[src/rtl/snap_capture_ctrl.sv]
// Single-shot snapshot sequencer: arm from software, wait for a trigger,
// then write DEPTH consecutive samples into the snap BRAM and publish status.
//
// state     | meaning
// ----------+------------------------------------------------------------
// S_IDLE    | waiting for a rising edge on ctrl_in[0]
// S_ARMED   | armed, waiting for trig_imm or trig_in
// S_CAPTURE | writing qualified samples, wr_count tracks the next address
// S_DONE    | DEPTH samples written; done reported until re-armed
module snap_capture_ctrl #(
    parameter int ADDR_WIDTH = 9,
    parameter int DATA_WIDTH = 32
) (
    input  logic                  OPB_Clk,
    input  logic                  OPB_Rst,
    input  logic [31:0]           ctrl_in,
    input  logic                  trig_in,
    input  logic                  we_in,
    input  logic [DATA_WIDTH-1:0] din,
    output logic [ADDR_WIDTH-1:0] bram_addr,
    output logic [DATA_WIDTH-1:0] bram_data,
    output logic                  bram_we,
    output logic [31:0]           status_out
);

    localparam logic [1:0] S_IDLE    = 2'd0;
    localparam logic [1:0] S_ARMED   = 2'd1;
    localparam logic [1:0] S_CAPTURE = 2'd2;
    localparam logic [1:0] S_DONE    = 2'd3;

    localparam logic [ADDR_WIDTH:0] DEPTH   = {1'b1, {ADDR_WIDTH{1'b0}}};
    localparam logic [ADDR_WIDTH:0] CNT_ONE = {{ADDR_WIDTH{1'b0}}, 1'b1};

    logic [1:0]          state;
    logic [1:0]          state_nxt;
    logic [ADDR_WIDTH:0] wr_count;
    logic [ADDR_WIDTH:0] cnt_nxt;
    logic                arm_d;
    logic                arm_re;
    logic                trig_imm;
    logic                use_we;
    logic                wr_en;
    logic [31:0]         status_nxt;
    logic                unused_ctrl;

    assign arm_re      = ctrl_in[0] & ~arm_d;
    assign trig_imm    = ctrl_in[1];
    assign use_we      = ctrl_in[2];
    assign unused_ctrl = ^ctrl_in[31:3];

    // A new arm edge wins over a trigger or a write in the same cycle.
    always_comb begin
        state_nxt = state;
        cnt_nxt   = wr_count;
        wr_en     = 1'b0;
        case (state)
            S_IDLE: begin
                if (arm_re) begin
                    state_nxt = S_ARMED;
                    cnt_nxt   = '0;
                end
            end
            S_ARMED: begin
                if (arm_re) begin
                    cnt_nxt = '0;
                end else if (trig_imm || trig_in) begin
                    state_nxt = S_CAPTURE;
                end
            end
            S_CAPTURE: begin
                if (arm_re) begin
                    state_nxt = S_ARMED;
                    cnt_nxt   = '0;
                end else if (!use_we || we_in) begin
                    wr_en   = 1'b1;
                    cnt_nxt = wr_count + CNT_ONE;
                    if (cnt_nxt == DEPTH) begin
                        state_nxt = S_DONE;
                    end
                end
            end
            S_DONE: begin
                if (arm_re) begin
                    state_nxt = S_ARMED;
                    cnt_nxt   = '0;
                end
            end
            default: begin
                state_nxt = S_IDLE;
                cnt_nxt   = '0;
            end
        endcase
    end

    // Status is built from the next-state values so it registers alongside the state.
    always_comb begin
        status_nxt                 = '0;
        status_nxt[31]             = (state_nxt == S_DONE);
        status_nxt[30]             = (state_nxt == S_ARMED) || (state_nxt == S_CAPTURE);
        status_nxt[ADDR_WIDTH:0]   = cnt_nxt;
    end

    always_ff @(posedge OPB_Clk or posedge OPB_Rst) begin
        if (OPB_Rst) begin
            state      <= S_IDLE;
            arm_d      <= 1'b0;
            wr_count   <= '0;
            bram_addr  <= '0;
            bram_data  <= '0;
            bram_we    <= 1'b0;
            status_out <= '0;
        end else begin
            state      <= state_nxt;
            arm_d      <= ctrl_in[0];
            wr_count   <= cnt_nxt;
            bram_we    <= wr_en;
            status_out <= status_nxt;
            if (wr_en) begin
                bram_addr <= wr_count[ADDR_WIDTH-1:0];
                bram_data <= din;
            end
        end
    end

endmodule

[config.mk]
export PLATFORM = sky130hd
export DESIGN_NAME = snap_capture_ctrl
export DESIGN_NICKNAME = d
export VERILOG_FILES = /design/src/rtl/snap_capture_ctrl.sv
export SDC_FILE = /design/constraint.sdc
export NUM_CORES = 1
export LEC_CHECK = 0
export CAP_MARGIN = 10
export CORE_AREA = 2 2 89 91
export CTS_CLUSTER_DIAMETER = 150
export CTS_CLUSTER_SIZE = 24
export DETAILED_ROUTE_END_ITERATION = 12
export DIE_AREA = 0 0 91 93
export DONT_BUFFER_PORTS = 1
export HOLD_SLACK_MARGIN = 0.02
export SLEW_MARGIN = 20
export SYNTH_ARGS = -nofsm -noshare
export SYNTH_HDL_FRONTEND = slang
export SYNTH_SLANG_ARGS = --single-unit
[constraint.sdc]
create_clock -name OPB_Clk -period 3.02 [get_ports OPB_Clk]
set_clock_uncertainty 0.1 [all_clocks]
set_input_delay 0.755 -clock OPB_Clk [delete_from_list [all_inputs] [get_ports OPB_Clk]]
set_output_delay 0.755 -clock OPB_Clk [all_outputs]
set_load 0.01 [all_outputs]
### Word level (Yosys, flattened, before mapping)

Cells that the tools add are included.

| cells by class | value |
|---|---|
| multipliers | 0 |
| reductions and logical operators | 7 |
| shift-type cells | 0 |
| equality and inequality tests | 7 |
| bitwise gates (word level) | 2 |
| add/subtract/negate cells | 1 |
| $lt $le $gt $ge | 0 |
| multiplexer cells | 14 |
| divide/modulo/power cells | 0 |

Operator list:

| kind | count |
|---|---|
| 2-to-1 mux 10 bit | 3 |
| case mux 10 bit (2 select lines) | 1 |
| 2-to-1 mux 2 bit | 6 |
| adder 10 x 1 -> 10 bit (second input constant) | 1 |
| equality test 10 bit (second input constant) | 1 |
| equality test 2 bit (second input constant) | 4 |
| case mux 2 bit (3 select lines) | 1 |
| equality test 2 x 1 -> 1 bit (second input constant) | 2 |
| logical OR 1 bit | 3 |
| 2-to-1 mux 1 bit | 3 |
| OR reduction 3 bit | 1 |
| logical NOT 2 bit | 1 |
| OR reduction 2 bit | 1 |
| AND 1 bit | 1 |
| logical NOT 1 bit | 1 |
| NOT 1 bit | 1 |

| storage, ports and cells | value |
|---|---|
| memory bits (writable) | 0 |
| memories kept | 0 |
| latch bits | 0 |
| memory bits (read-only) | 0 |
| input bits | 68 |
| flip-flop bits (word level) | 67 |
| output and inout bits | 74 |

### Depth between registers and ports, before layout

| depth | value |
|---|---|
| depth after elaboration | 8 |
| depth in mapped cells | 8 |
| gate-level depth less buffers | 7 |

### Least setup slack after synthesis

OpenSTA, ideal clock, no wires.

| path | value |
|---|---|
| path type | input port to flip-flop |
| from | input we_in |
| to | register status_out[30] |
| library setup time | 0.126 ns |
| path buffers | 0 |
| stages | 5 |
| data arrival time | 1.753 ns |
| slack | 1.041 ns |
| data required time | 2.794 ns |
| path through | nand2b_1 -> and3_2 -> nand4_1 -> a221oi_1 -> ha_1 |

| on the way | value |
|---|---|
| cells in the longest elaborated chain, start to end | 6 |
| elaborated cells on any way between the ends | 7 |
| those cells by class | eq/ne (2); mux (3); reduce/logical (2) |

RTL lines:

| item | RTL line | source |
|---|---|---|
| start, declared | 18 | `input logic we_in,` |
| logical OR 1 bit (*) | 74 | `end else if (!use_we \|\| we_in) begin` |
| 2-to-1 mux 2 bit (*) | 74 |  |
| 2-to-1 mux 2 bit (*) | 71 | `if (arm_re) begin` |
| case mux 2 bit (3 select lines) (*) | 56 | `case (state)` |
| equality test 2 x 1 -> 1 bit or equality test 2 bit (tied branches) | 99 | `status_nxt[30] = (state_nxt == S_ARMED) \|\| (state_nxt == S_CAPTURE);` |
| logical OR 1 bit (*) | 99 |  |
| net status_nxt[30] | 43 | `logic [31:0] status_nxt;` |
| end signal, assigned | 117 | `status_out <= status_nxt;` |
| end, declared | 23 | `output logic [31:0] status_out` |

The timed path passes the listed nets; every way through them passes the cells marked *.
A chain may end at the register's enable or synchronous reset.

### Worst setup path in the final report

| path | value |
|---|---|
| from | register wr_count[0] |
| to | register status_out[30] |

| on the way | value |
|---|---|
| cells in the longest elaborated chain, start to end | 8 |
| elaborated cells on any way between the ends | 9 |
| those cells by class | add/sub (1); eq/ne (3); mux (4); reduce/logical (1) |

RTL lines:

| item | RTL line | source |
|---|---|---|
| start, declared | 36 | `logic [ADDR_WIDTH:0] wr_count;` |
| start signal, assigned | 115 | `wr_count <= cnt_nxt;` |
| adder 10 x 1 -> 10 bit (*) | 76 | `cnt_nxt = wr_count + CNT_ONE;` |
| equality test 10 bit (*) | 77 | `if (cnt_nxt == DEPTH) begin` |
| 2-to-1 mux 2 bit (*) | 77 |  |
| 2-to-1 mux 2 bit (*) | 74 |  |
| 2-to-1 mux 2 bit (*) | 71 |  |
| case mux 2 bit (3 select lines) (*) | 56 |  |
| equality test 2 x 1 -> 1 bit or equality test 2 bit (tied branches) | 99 |  |
| logical OR 1 bit (*) | 99 |  |
| net status_nxt[30] | 43 |  |

Marked as above.

==> summary.md <==
| Metric | Value |
|---|---|
| Status | `finished clean` |
| Mapped Area | `~0.0026 sq mm` |
| Total Wirelength | `5260 um` |
| DR vias | `1788` |
| Crit path max fanout | `9` |
| Leakage | `roughly 1.4 nW` |
| GPL Wtd Cong | `just over 0.7` |
| Max frequency | `between 0.4 and 0.5 GHz` |
| Pwr Total | `~1.9 mW` |
| Antenna Violating Nets Remaining | `0` |
| Initial antenna violation count | `0` |
| Synthesis warning total | `0` |
| Synth top area cells | `dfrtp_1 55%, nand2_1 15%, buf_4 5.8%, mux2_2 2.6%, nor2_1 2.3%` |
| Post-cts sizing count | `0` |
| Distinct cells, synth | `34` |
| Simple-gate share of the synthesized area | `a little under a quarter` |
| RSZ-0062 raised after global routing | `no` |
| Largest net degree at the start of global routing | `34` |
| Sequential cell area fraction in the yosys report | `approximately 55%` |
| Sequential Power Share | `between 50% and 60%` |
| Aggregate global routing overflow | `0` |
| Post-synth top area share | `55.3%` |
| Filler cell count | `just under 800` |
| Buffers & Inverters on Critical Path | `0` |
| Post-DP HPWL | `around 3700 um` |
| Register area | `roughly 0.0014 sq mm` |
| CP max-delay cell | `dfrtp_1` |
| Largest family of logic cells by synthesized area | `simple AND/OR/NAND/NOR gates` |
| Hold Buf Count CTS | `0` |
| Final Max Slew Viols | `0` |
| CTS buffer count | `9` |
| Pint | `roughly 1.4 mW` |
| Sw Share | `between 20 and 30%` |
| Critical path's largest stage delay | `around 0.51 ns` |
| Syn_area_per_cell | `9.30 sq um` |
| Flops & latches, synth | `between 50 and 60` |
| CTS root buf | `clkbuf_8` |
| Initial DRC Count | `61` |
| Worst EP arrival | `~2.4 ns` |
| I/O Buffers | `0` |
| Multi-input gate area | `roughly 1000 sq um` |
| Critical path startpoint category | `flop` |
| Worst-path clk slew | `around 0.06 ns` |
| Adder-cell share of the synthesized area | `1.94%` |
| Count of endpoints failing hold in the final timing report | `0` |
| Non-filler cells, final | `around 390` |
| Crit path top cell by count | `ha_1` |
| Initial Util | `between 30 and 40%` |
| GRT Total Usage | `roughly an eighth` |
| Fin crit period | `about 2.3 ns` |
| Setup TNS | `0 ns` |
| H-tree Lvls | `3` |
| Inst Count DP | `372` |
| Nets | `between 300 and 400` |
| Worst EP required | `between 3 and 4 ns` |
| Sw power | `around 0.54 mW` |
| Worst skew pair latency | `0.33 ns` |
| Period utilisation layout | `between 70% and 80%` |
| Clock Sinks | `57` |
| Die Wd | `a little over 90 um` |
| PD cells | `between 600 and 700 mW/mm^2` |
| Synthesized instance count | `between 200 and 300` |
| Utilization after layout | `37.2%` |
| Clock share of power | `37.0%` |
| Comb pwr share | `8.3%` |
| Num rows | `32` |
| Top delay family on crit path | `compound AO/OA/AOI/OAI gates` |
| First-pass DRT Iterations | `4` |
| Global-route wire length before repair | `roughly 8500 um` |
| WS Path Type | `reg2reg` |
| Max-Cap Viols | `0` |
| Vias per cell | `between 4 and 5` |
| TritonCTS clock tree | `done` |
| Multiplexer area fraction after synthesis | `approximately 2.6%` |
| Die ar. | `between 0.008 and 0.009 sq mm` |
| Core area | `0.00753 sq mm` |
| Layout cell share with drive strength beyond 1 | `roughly 11%` |
| Final setup vio count | `0` |
| XOR/XNOR share of the synthesized area | `under 10%` |
| CTS Buffer Depth | `2` |
| CP Capture Type | `flop` |
| Synth Area in Compound Gates | `under 10%` |
| Post-CTS setup buffer count | `0` |
| Area delta synth->final | `8.69%` |
| Post-route DRC | `0` |
| Diodes inserted | `0` |
| Min-Delay Path Class | `in2async` |
| Drt wl/cell | `approximately 14 um` |
| Vias in the first global route | `between 1500 and 2000` |
| I/O Pins | `between 100 and 150` |
| Crit-path cells | `ha_1 -> nor3b_1 -> o211ai_1 -> o21ai_1 -> nand4_1 -> a221oi_1 -> ha_1` |
| Chip height | `approximately 93 um` |
| Max VDD drop | `0.000158 V` |
| Cell taking the most area after synthesis | `dfrtp_1` |
[registers in the layout (all words and copies together), names as in the netlist]
signal,flops
arm_d,1
bram_addr,9
bram_we,1
state,2
wr_count,9
status_out,3
bram_data,32
[worst paths after layout]
check | slack, ns | depth (start not counted) | start | end
worst max-delay path | 0.74 | 7 | wr_count[0] | status_out[30]
worst min-delay path | 0.21 | 1 | OPB_Rst | bram_data[24]
worst max register to register | 0.74 | 7 | wr_count[0] | status_out[30]
worst min register to register | 0.45 | 2 | bram_data[12] | bram_data[12]
max in group asynchronous | 1.94 | 2 | OPB_Rst | bram_data[0]
min in group OPB_Clk | 0.35 | 0 | ctrl_in[0] | arm_d
[through the flow]
stage	hold slack (ns)	area [sq um]	setup slack, ns
2_1_floorplan	0.411	2650	0.765
3_3_place_gp	0.431	2610	0.741
3_5_place_dp	0.434	2610	0.700
4_1_cts	0.213	2800	0.692
5_1_grt	0.219	2800	0.571
6_report	0.207	2800	0.737
[cells by family after synthesis]
| family | count (synthesis) |
|---|---|
| mux | 6 |
| buf+inv | 38 |
| simple gates | 141 |
| xor+xnor | 8 |
| fa+ha+maj | 4 |
| compound gates | 22 |
| flops | 57 |
| other cells | 1 |
[cells in the mapped netlist]
| library cell | n |
|---|---|
| mux2_2 | 6 |
| a221oi_1 | 2 |
| buf_4 | 20 |
| clkbuf_1 | 2 |
| o211ai_1 | 1 |
| nand2_1 | 102 |
| buf_1 | 1 |
| xor2_1 | 2 |
| nand3_2 | 2 |
| buf_2 | 6 |
| inv_1 | 7 |
| o21ai_0 | 8 |
| and4_4 | 1 |
| dfrtp_1 | 57 |
| nor3b_1 | 2 |
| xnor2_1 | 6 |
| or3_2 | 1 |
| nand3_1 | 4 |
| and3_2 | 1 |
| conb_1 | 1 |
| buf_6 | 1 |
| ha_1 | 4 |
| nor2_1 | 16 |
| o22ai_1 | 1 |
| nand4_1 | 4 |
| or3_1 | 2 |
| a211o_2 | 1 |
| a21oi_1 | 8 |
| and3b_1 | 1 |
| o21ai_1 | 1 |
| nor3_1 | 2 |
| clkbuf_2 | 1 |
| nor2b_1 | 1 |
| nand2b_1 | 2 |
[worst register-to-register path: stages (launching register included)]
cell and delay (ns):
dfrtp_1 0.51, ha_1 0.31, nor3b_1 0.18, o211ai_1 0.10, o21ai_1 0.15, nand4_1 0.18
a221oi_1 0.35, ha_1 0.29
[power by group through the flow]
stage	Sequential [mW]	Combinational, mW	Clock, mW
2_1_floorplan	1.03	0.153	0
3_3_place_gp	1.06	0.153	0
3_5_place_dp	1.06	0.162	0
4_1_cts	1.05	0.164	0.738
5_1_grt	1.06	0.199	0.774
6_report	1.04	0.159	0.706
[final cells by class]
| class | count | area share, % |
|---|---|---|
| timing repair buffer | 5 | 1.34 |
| clock inverter | 3 | 1.43 |
| tap | 102 | 4.56 |
| sequential | 57 | 50.9 |
| clock buffer | 12 | 5.54 |
| multi-input combinational | 201 | 35.3 |
| inverter | 7 | 0.938 |
[routing by layer]
layer	global-route usage, %	up-vias	wire, um
met4	7.45	0	140
li1	-	856	-
met5	0	-	0
met1	15.4	837	2220
met3	5.32	13	484
met2	19.6	82	2410
[cell usage in the layout (no fill, tap or decap), drive strengths merged]
cell    instances
a211o           1
a21oi           8
a221oi          2
and3            1
and3b           1
and4            1
buf             5
bufinv          1
clkbuf         12
clkinv          2
conb           20
dfrtp          57
ha              4
inv             7
mux2            6
nand2         102
nand2b          2
nand3           6
nand4           4
nor2           16
nor2b           1
nor3            2
nor3b           2
o211ai          1
o21ai           9
o22ai           1
or3             3
xnor2           6
xor2            2
Power figures use the tool's default switching activity.
==> patch (same flow settings) <==
Register the inputs `ctrl_in`, `trig_in`, `we_in` and `din` before use, without a reset. The logic sees them one clock later.
--- a/src/rtl/snap_capture_ctrl.sv
+++ b/src/rtl/snap_capture_ctrl.sv
@@ -33,2 +33,14 @@
 
+    logic [31:0] ctrl_q;
+    logic trig_q;
+    logic we_q;
+    logic [DATA_WIDTH-1:0] din_q;
+
+    always_ff @(posedge OPB_Clk) begin
+        ctrl_q <= ctrl_in;
+        trig_q <= trig_in;
+        we_q   <= we_in;
+        din_q  <= din;
+    end
+
     logic [1:0]          state;
@@ -45,6 +57,6 @@
 
-    assign arm_re      = ctrl_in[0] & ~arm_d;
-    assign trig_imm    = ctrl_in[1];
-    assign use_we      = ctrl_in[2];
-    assign unused_ctrl = ^ctrl_in[31:3];
+    assign arm_re      = ctrl_q[0] & ~arm_d;
+    assign trig_imm    = ctrl_q[1];
+    assign use_we      = ctrl_q[2];
+    assign unused_ctrl = ^ctrl_q[31:3];
 
@@ -65,3 +77,3 @@
                     cnt_nxt = '0;
-                end else if (trig_imm || trig_in) begin
+                end else if (trig_imm || trig_q) begin
                     state_nxt = S_CAPTURE;
@@ -73,3 +85,3 @@
                     cnt_nxt   = '0;
-                end else if (!use_we || we_in) begin
+                end else if (!use_we || we_q) begin
                     wr_en   = 1'b1;
@@ -113,3 +125,3 @@
             state      <= state_nxt;
-            arm_d      <= ctrl_in[0];
+            arm_d      <= ctrl_q[0];
             wr_count   <= cnt_nxt;
@@ -119,3 +131,3 @@
                 bram_addr <= wr_count[ADDR_WIDTH-1:0];
-                bram_data <= din;
+                bram_data <= din_q;
             end
Formal check against the unedited RTL: not equivalent (a bounded check fails within 4 cycles, from zero or initial values and one cycle with OPB_Rst high).
==> patch against the original RTL <==
- wire length grew 12%
- area after synthesis is 29% higher
- sequential cell count up 37
- critical path depth shrank 1
- setup slack worse by 0.056 ns
- clock power grew 20%
- non-clock buffer count fell by 1
- final area up 27%
- synthesized cell count rose by 12%
- total power is 27% higher
- highest routed layer unchanged
==> patch: results <==
metrics = {
    "hold_path": {
        "hold_path.class": "register to register",
        "min_delay_path_depth": 0,
    },
    "layout": {
        "nNetsFinal": 387,
        "drive_gt1_frac": 0.116,
        "fillCellCount": 708,
        "num_antenna_cells": 0,
        "top_regs": "bram_data: 32 flops, din_q: 32 flops",
    },
    "critical_path": {
        "slowest_stage": "inv_2",
        "critPathTopFamily": "buffers and inverters",
        "critPathMaxFanout": 30,
        "crit_path_end": "bram_addr[3]$_DFFE_PP0P_",
        "rr_worst_depth": 6,
        "crit_start": "state[0]$_DFF_PP0_",
        "max_stage_delay_ns": 0.46,
        "cp.arrival_ns": 2.48,
    },
    "grt": {
        "grt_max_degree": 58,
        "grt_pass1_wl_um": 9590,
        "grt_pass1_vias": 1968,
        "grt_util_all_layers": 0.148,
        "antenna_found_initial": 0,
    },
    "synth": {
        "async_reset_ff_frac": 0.606,
        "yosys_warnings": 0,
        "synth_top_cells_by_area": "dfrtp_1 43%, dfxtp_1 22%, nand2_1 12%, buf_4 4.7%, mux2_2 3.0%",
        "yosysUniqueCellTypes": 33,
        "ys_top_cells_by_count": "104 x nand2_1, 57 x dfrtp_1, 37 x dfxtp_1, 21 x buf_4, 15 x nor2_1",
        "syn_area_per_cell_um2": 10.7,
        "ys_seq_area_frac": 0.651,
    },
    "power": {
        "comb-power_mw": 0.114,
        "p_leak_nw": 1.75,
        "switching_share": 0.261,
        "clockPowerShare": 0.350,
        "power_mw": 2.42,
        "ir_worst_vdd_v": 0.000338,
    },
    "cts": {
        "cts_made_buffers": 9,
        "clkTransAtPathRegs_ns": 0.09,
        "clkLatencyLatePin_ns": 0.36,
        "clock_path_buffers": 2,
    },
    "placement": {
        "postPlaceCellArea_um2": 3360,
        "io_buffer_count": 0,
        "gp_congestion": 0.730,
        "placed_cells": 406,
        "dp_hpwl_um": 3780,
    },
    "sta": {
        "fin_crit_ns": 2.34,
        "drv_slew": 0,
        "relSlewSlack": 0.517,
    },
    "routing": {
        "drt_wl_total_um": 5880,
        "initialDrtViolationCount": 108,
        "via_per_inst": 4.70,
        "firstDrtPassIters": 4,
        "wl_per_cell_um": 13.9,
    },
    "outcome": {
        "outcome": "complete, no violations",
    },
}
[patch: changes by cell type in the layout (fill, tap and decap cells not counted), moves of 3 or more]
cell / before / now
dfxtp_1: 0 / 37
inv_1: 6 / 2
xor2_1: 2 / 5
clkinvlp_4: 0 / 3
mux2_2: 6 / 9
o21ai_0: 8 / 4
[patch: worst min path at each step]
stage | slack [ns] | to
detailed placement | 0.25 | arm_d$_DFF_PP0_
floorplan | 0.24 | arm_d$_DFF_PP0_
global route | 0.28 | din_q[7]$_DFF_P_
finish | 0.27 | arm_d$_DFF_PP0_
global placement | 0.25 | arm_d$_DFF_PP0_
CTS | 0.27 | arm_d$_DFF_PP0_
[patch: area by class of cell]
| cell class | instances | area (µm²) | share of cell area |
|---|---|---|---|
| Multi-Input combinational cell | 202 | 1020 | 0.285 |
| Clock inverter | 7 | 81.3 | 0.0228 |
| Clock buffer | 9 | 124 | 0.0348 |
| Sequential cell | 94 | 2170 | 0.609 |
| Timing Repair Buffer | 4 | 30.0 | 0.00843 |
| Inverter | 4 | 15.0 | 0.00422 |
| Tap cell | 102 | 128 | 0.0358 |
[patch: logic make-up (layout without fill, tap and decap cells)]
logic type / after synthesis / count (layout) / synth area share
multiplexers: 9 / 9 / 0.0304
buffers and inverters: 34 / 24 / 0.0657
AO/OA/AOI/OAI: 17 / 17 / 0.0308
XOR/XNOR: 9 / 9 / 0.0237
AND/OR/NAND/NOR: 143 / 143 / 0.183
adder cells (fa/ha/maj): 4 / 4 / 0.0150
other: 1 / 20 / 0.00113
flip-flops: 94 / 94 / 0.651
[patch: per-layer routing]
layer  routed length, µm  vias to the layer above  track usage
met1                2530                      929        0.172
met4                 113                        0       0.0758
met3                 514                       11       0.0580
li1                    -                      953            -
met2                2720                       90        0.238
met5                   0                        -            0
